$ cat src/rtl/mul_pkg.sv
// Shared types and defaults for the repeated-addition multiplier front-end.
package mul_pkg;

    localparam int unsigned WIDTH_DEF     = 16;
    localparam int unsigned CNT_WIDTH_DEF = 10;

    typedef enum logic [2:0] {
        S_IDLE  = 3'd0,
        S_START = 3'd1,
        S_LDA   = 3'd2,
        S_LDB   = 3'd3,
        S_WAIT  = 3'd4,
        S_OUT   = 3'd5
    } state_t;

endpackage

$ cat src/rtl/mul_busy_counter.sv
// Saturating busy-cycle counter with synchronous clear and count enable.
// Exposes the value the counter takes at the next edge, so the cycle that is being counted is included.
module mul_busy_counter
    import mul_pkg::*;
#(
    parameter int unsigned CNT_WIDTH = CNT_WIDTH_DEF
) (
    input  logic                 clk,
    input  logic                 rst_n,
    input  logic                 clear,
    input  logic                 enable,
    output logic [CNT_WIDTH-1:0] count_next
);

    logic [CNT_WIDTH-1:0] count;

    always_comb begin
        count_next = count;
        if (clear) begin
            count_next = '0;
        end else if (enable && (count != '1)) begin
            count_next = count + CNT_WIDTH'(1);
        end
    end

    always_ff @(posedge clk or negedge rst_n) begin
        if (!rst_n) begin
            count <= '0;
        end else begin
            count <= count_next;
        end
    end

endmodule

$ cat src/rtl/mul_operand_sequencer.sv
// Serialises an operand pair onto the multiplier data_in bus, waits for done and returns the product.
// Optional ZERO_BYPASS_EN: pairs with a zero operand skip the multiplier and return 0 directly.
module mul_operand_sequencer
    import mul_pkg::*;
#(
    parameter int unsigned WIDTH     = WIDTH_DEF,
    parameter int unsigned CNT_WIDTH = CNT_WIDTH_DEF
) (
    input  logic                 clk,
    input  logic                 rst_n,
    input  logic                 in_valid,
    output logic                 in_ready,
    input  logic [WIDTH-1:0]     in_a,
    input  logic [WIDTH-1:0]     in_b,
    output logic                 mul_start,
    output logic [WIDTH-1:0]     mul_data,
    input  logic                 mul_done,
    input  logic [WIDTH-1:0]     mul_product,
    output logic                 out_valid,
    input  logic                 out_ready,
    output logic [WIDTH-1:0]     out_product,
    output logic [CNT_WIDTH-1:0] out_cycles
);

    state_t               state;
    state_t               state_next;
    logic [WIDTH-1:0]     a_q;
    logic [WIDTH-1:0]     b_q;
    logic [CNT_WIDTH-1:0] cnt_next;
    logic                 accept;
    logic                 zero_pair;
    logic                 finish;

    assign accept = (state == S_IDLE) && in_valid;
    assign finish = (state == S_WAIT) && mul_done;

`ifdef ZERO_BYPASS_EN
    assign zero_pair = (in_a == '0) || (in_b == '0);
`else
    assign zero_pair = 1'b0;
`endif

    always_comb begin
        state_next = state;
        case (state)
            S_IDLE:  if (in_valid) state_next = zero_pair ? S_OUT : S_START;
            S_START: state_next = S_LDA;
            S_LDA:   state_next = S_LDB;
            S_LDB:   state_next = S_WAIT;
            S_WAIT:  if (mul_done) state_next = S_OUT;
            S_OUT:   if (out_ready) state_next = S_IDLE;
            default: state_next = S_IDLE;
        endcase
    end

    always_ff @(posedge clk or negedge rst_n) begin
        if (!rst_n) begin
            state <= S_IDLE;
        end else begin
            state <= state_next;
        end
    end

    always_ff @(posedge clk or negedge rst_n) begin
        if (!rst_n) begin
            a_q         <= '0;
            b_q         <= '0;
            out_product <= '0;
            out_cycles  <= '0;
        end else begin
            if (accept) begin
                a_q <= in_a;
                b_q <= in_b;
                if (zero_pair) begin
                    out_product <= '0;
                    out_cycles  <= '0;
                end
            end
            if (finish) begin
                out_product <= mul_product;
                out_cycles  <= cnt_next;
            end
        end
    end

    always_comb begin
        mul_data = '0;
        case (state)
            S_START, S_LDA: mul_data = a_q;
            S_LDB, S_WAIT:  mul_data = b_q;
            default:        mul_data = '0;
        endcase
    end

    assign in_ready  = (state == S_IDLE);
    assign mul_start = (state == S_START);
    assign out_valid = (state == S_OUT);

    mul_busy_counter #(
        .CNT_WIDTH (CNT_WIDTH)
    ) u_busy_counter (
        .clk        (clk),
        .rst_n      (rst_n),
        .clear      (state == S_LDB),
        .enable     (state == S_WAIT),
        .count_next (cnt_next)
    );

endmodule
$ cat config.mk
export PLATFORM = sky130hd
export DESIGN_NAME = mul_operand_sequencer
export DESIGN_NICKNAME = d
export VERILOG_FILES = /design/src/rtl/mul_pkg.sv /design/src/rtl/mul_busy_counter.sv /design/src/rtl/mul_operand_sequencer.sv
export SDC_FILE = /design/constraint.sdc
export NUM_CORES = 1
export LEC_CHECK = 0
export BUFFER_PORTS_ARGS = -buffer_cell sky130_fd_sc_hd__clkbuf_2
export CORE_ASPECT_RATIO = 0.8
export CORE_MARGIN = 2
export CORE_UTILIZATION = 50
export DETAILED_ROUTE_END_ITERATION = 8
export HOLD_SLACK_MARGIN = 0.02
export MAX_ROUTING_LAYER = met4
export PLACE_DENSITY = 0.91
export SLEW_MARGIN = 25
export SYNTH_ARGS = -nofsm -noshare
export SYNTH_HDL_FRONTEND = slang
export SYNTH_SLANG_ARGS = --single-unit
$ cat constraint.sdc
create_clock -name clk -period 2.1 [get_ports clk]
set_input_delay 0.315 -clock clk [delete_from_list [all_inputs] [get_ports clk]]
set_output_delay 0.315 -clock clk [all_outputs]
set_load 0.01 [all_outputs]
==> flow_summary_export.csv <==
group,metric,value,unit
setup_path,critPathKind,"flip-flop to output pin",
floorplan,die_x,91.4,microns
synthesis,netlist_instances,270,
placement,post_dp_cell_area,3640,sq um
synthesis,synth_edf_count,0,
route,antenna_left,0,
sta,setup_viol,0,
sta,slew_violations,0,
synthesis,synth_top_area_share,58.1,%
clock_tree,clock-sinks,71,
cells_and_area,design_area,3930,sq um
synthesis,synthesis.nets,324,
status,outcome,"completed",
power_and_ir_drop,power_leakage,1.97,nW
synthesis,yosysMostFrequentCell,"dfrtp_1",
worst_hold_path,whs_path_depth,3,
route,drtPass1Iterations,4,
worst_hold_path,holdCritPathClass,"input pin to flip-flop",
placement,dp_slack,0.353,ns
setup_path,critPathArrivalTime,1.66,ns
floorplan,core-area,5910,sq um
clock_tree,cts_root_buf,"clkbuf_8",
route,vias_per_cell,5.14,
synthesis,async_flop_share,100,%
route,vias,2359,
grt,grt_overflow,0,
grt,grt_usage,21.2,%
setup_path,cp.required,1.78,ns
setup_path,r2r_cells,4,
synthesis,yosys_warnings,0,
placement,routabilityCongestion,0.768,
cells_and_area,fin_nets,427,
cells_and_area,diodes,0,
synthesis,yosysTopAreaCell,"dfrtp_1",
worst_hold_path,hold_end,"out_product[8]",
route,drc,0,
power_and_ir_drop,vdd_ir_drop_max,0.747,mV
cells_and_area,area_delta_synth_final,28.7,%
setup_path,crit_fanout,8,
clock_tree,tritoncts,"built",
setup_path,endpoint_kind,"output pin",
setup_path,regToRegEndpoint,"u_busy_counter.count[4]",
sta,hold_viol,0,
sta,finClkSkew,0.00743,ns
cells_and_area,drive_gt1_share,40.7,%
synthesis,synth_seq_area_share,58.1,%
setup_path,start_kind,"flip-flop",
sta,max_slew_margin,63.7,%
route,routedWlPerCell,14.2,microns
clock_tree,clockBufferDepth,2,
floorplan,io_pins,98,
floorplan,num_rows,25,
power_and_ir_drop,finalPower,6.07,mW
sta,whs,0.169,ns
sta,tightest_slew,0.541,ns
floorplan,dieArea,6760,sq um
sta,max_freq,505,MHz
route,drt_iter0_markers,116,
flow_run,cap_viol_max_count,0,
power_and_ir_drop,power_density,1540,nW/um^2
clock_tree,htreeDepth,3,
floorplan,initial_core_util,51.7,%
synthesis,synthTopCellsByCount,"71 x dfrtp_1, 59 x nand2_1, 25 x mux2_2, 16 x a22o_1, 15 x nor2_1",
sta,fin_crit_sh,94.3,%
synthesis,synth-seq-cells,71,
setup_path,r2r_setup_slack,0.33,ns
grt,first_global_vias,2278,
clock_tree,cts_buffers,9,
grt,antenna_found_initial,0,
synthesis,ys_types,36,
sta,timing.final.crit_period,1.98,ns
sta,layout_setup_ws,0.120,ns
clock_tree,clk_pin_slew,0.08,ns
grt,grt_pass1_wl,10700,microns
floorplan,die_y,73.9,microns
setup_path,r2r_start,"state[0]",
synthesis,avgSynthCellArea,11.3,sq um
synthesis,synth-main-ff-cell,"dfrtp_1",
route,routed_wl,6500,microns
placement,io_buffers,97,
grt,grt_max_degree,72,
synthesis,syn-cell-area,3060,sq um
placement,dp_hpwl,4540,microns
clock_tree,clock_latency,0.34,ns
worst_hold_path,hp-start,"mul_product[8]",
synthesis,synthTopCellsByArea,"dfrtp_1 58%, mux2_2 9.2%, nand2_1 7.2%, a22o_1 4.6%, mux2_1 2.6%",
-- area by class of cell --
class                      instances  area (sq um)
multi-input combinational        182          1210
clock inverter                     5           106
clock buffer                      11           131
sequential                        71          1780
inverter                           2          7.51
timing repair buffer             107           596
fill                             452          1980
tap                               81           101
-- what timing repair did --
item,in CTS,in global routing
setup buffers,0,1
gates resized for setup,1,10
endpoints found under the hold margin,71,0
endpoints found under the setup margin,4,16
hold buffers,1,0
pin swaps,0,1
gates cloned,0,1
-- cell usage in the layout, fill, tap and decap left out, drive strengths merged, types with 2 or more instances in the layout --
| cell | netlist | routed |
|---|---|---|
| a21oi | 7 | 7 |
| inv | 2 | 2 |
| mux2 | 32 | 32 |
| nor2 | 15 | 15 |
| or3 | 3 | 3 |
| nor3 | 3 | 3 |
| a22o | 16 | 16 |
| nand2 | 60 | 60 |
| nand2b | 2 | 2 |
| o31ai | 3 | 3 |
| nand3 | 2 | 2 |
| or4 | 2 | 2 |
| a31oi | 5 | 5 |
| dfrtp | 71 | 71 |
| buf | 12 | 10 |
| xor2 | 2 | 2 |
| bufinv | 0 | 3 |
| and2 | 4 | 4 |
| nand4 | 3 | 3 |
| clkbuf | 3 | 107 |
| o21ai | 9 | 9 |
| mux2i | 4 | 4 |
-- sequential cells by signal, summed over array words and instances, names as in the netlist --
signal and count:
a_q 16, b_q 16, out_product 16, out_cycles 10
u_busy_counter.count 10, state 3
-- worst max path at each step --
stage	startpoint	end	cells past startpoint	slack (ns)
floorplan	state[1]	mul_data[0]	5	0.33
global placement	state[0]	out_cycles[6]	4	0.39
detailed placement	state[0]	out_cycles[4]	4	0.35
CTS	state[1]	mul_data[12]	5	0.002
global route	state[0]	mul_data[12]	5	-0.02
finish	state[1]	mul_data[12]	5	0.12
-- worst max-delay path: stages, from the launching register on --
cell and delay [ns]:
dfrtp_2 0.47, nand2b_4 0.18, o22ai_4 0.22, buf_6 0.17, a22o_1 0.15, clkbuf_2 0.13
-- per-layer routing --
| layer | up-vias | routed length, microns | global-route usage [%] |
|---|---|---|---|
| li1 | 1149 | - | - |
| met1 | 1138 | 2890 | 26.8 |
| met2 | 65 | 3260 | 32.9 |
| met3 | 7 | 309 | 7.18 |
| met4 | 0 | 50 | 5.89 |
| met5 | - | 0 | - |
-- stage by stage --
stage	utilization [%]	instances	TNS [ns]
after floorplan	-	270	0
after global routing	66.5	459	-0.0406
after detailed placement	61.5	440	0
after global placement	61.5	440	0
final	66.5	459	0
after CTS	65.8	457	0
-- cells by family (layout without fill, tap and decap cells) --
family                     count (synthesis)  count (layout)  synth area share [%]
AOI/OAI and AO/OA                         44              44                  9.95
xor gates and xnor gates                   3               3                 0.860
adders and majority gates                  1               1                 0.409
buffers and inverters                     17             125                  2.99
DFF                                       71              71                  58.1
muxes                                     36              36                  13.1
and+or+nand+nor                           98              98                  14.5
-- power breakdown --
group          internal (mW)  leakage, nW  switching, mW
clock network          0.792        0.114          0.486
registers               1.98        0.877          0.387
logic                   1.22        0.978           1.20
(Power assumes the default switching activity.)
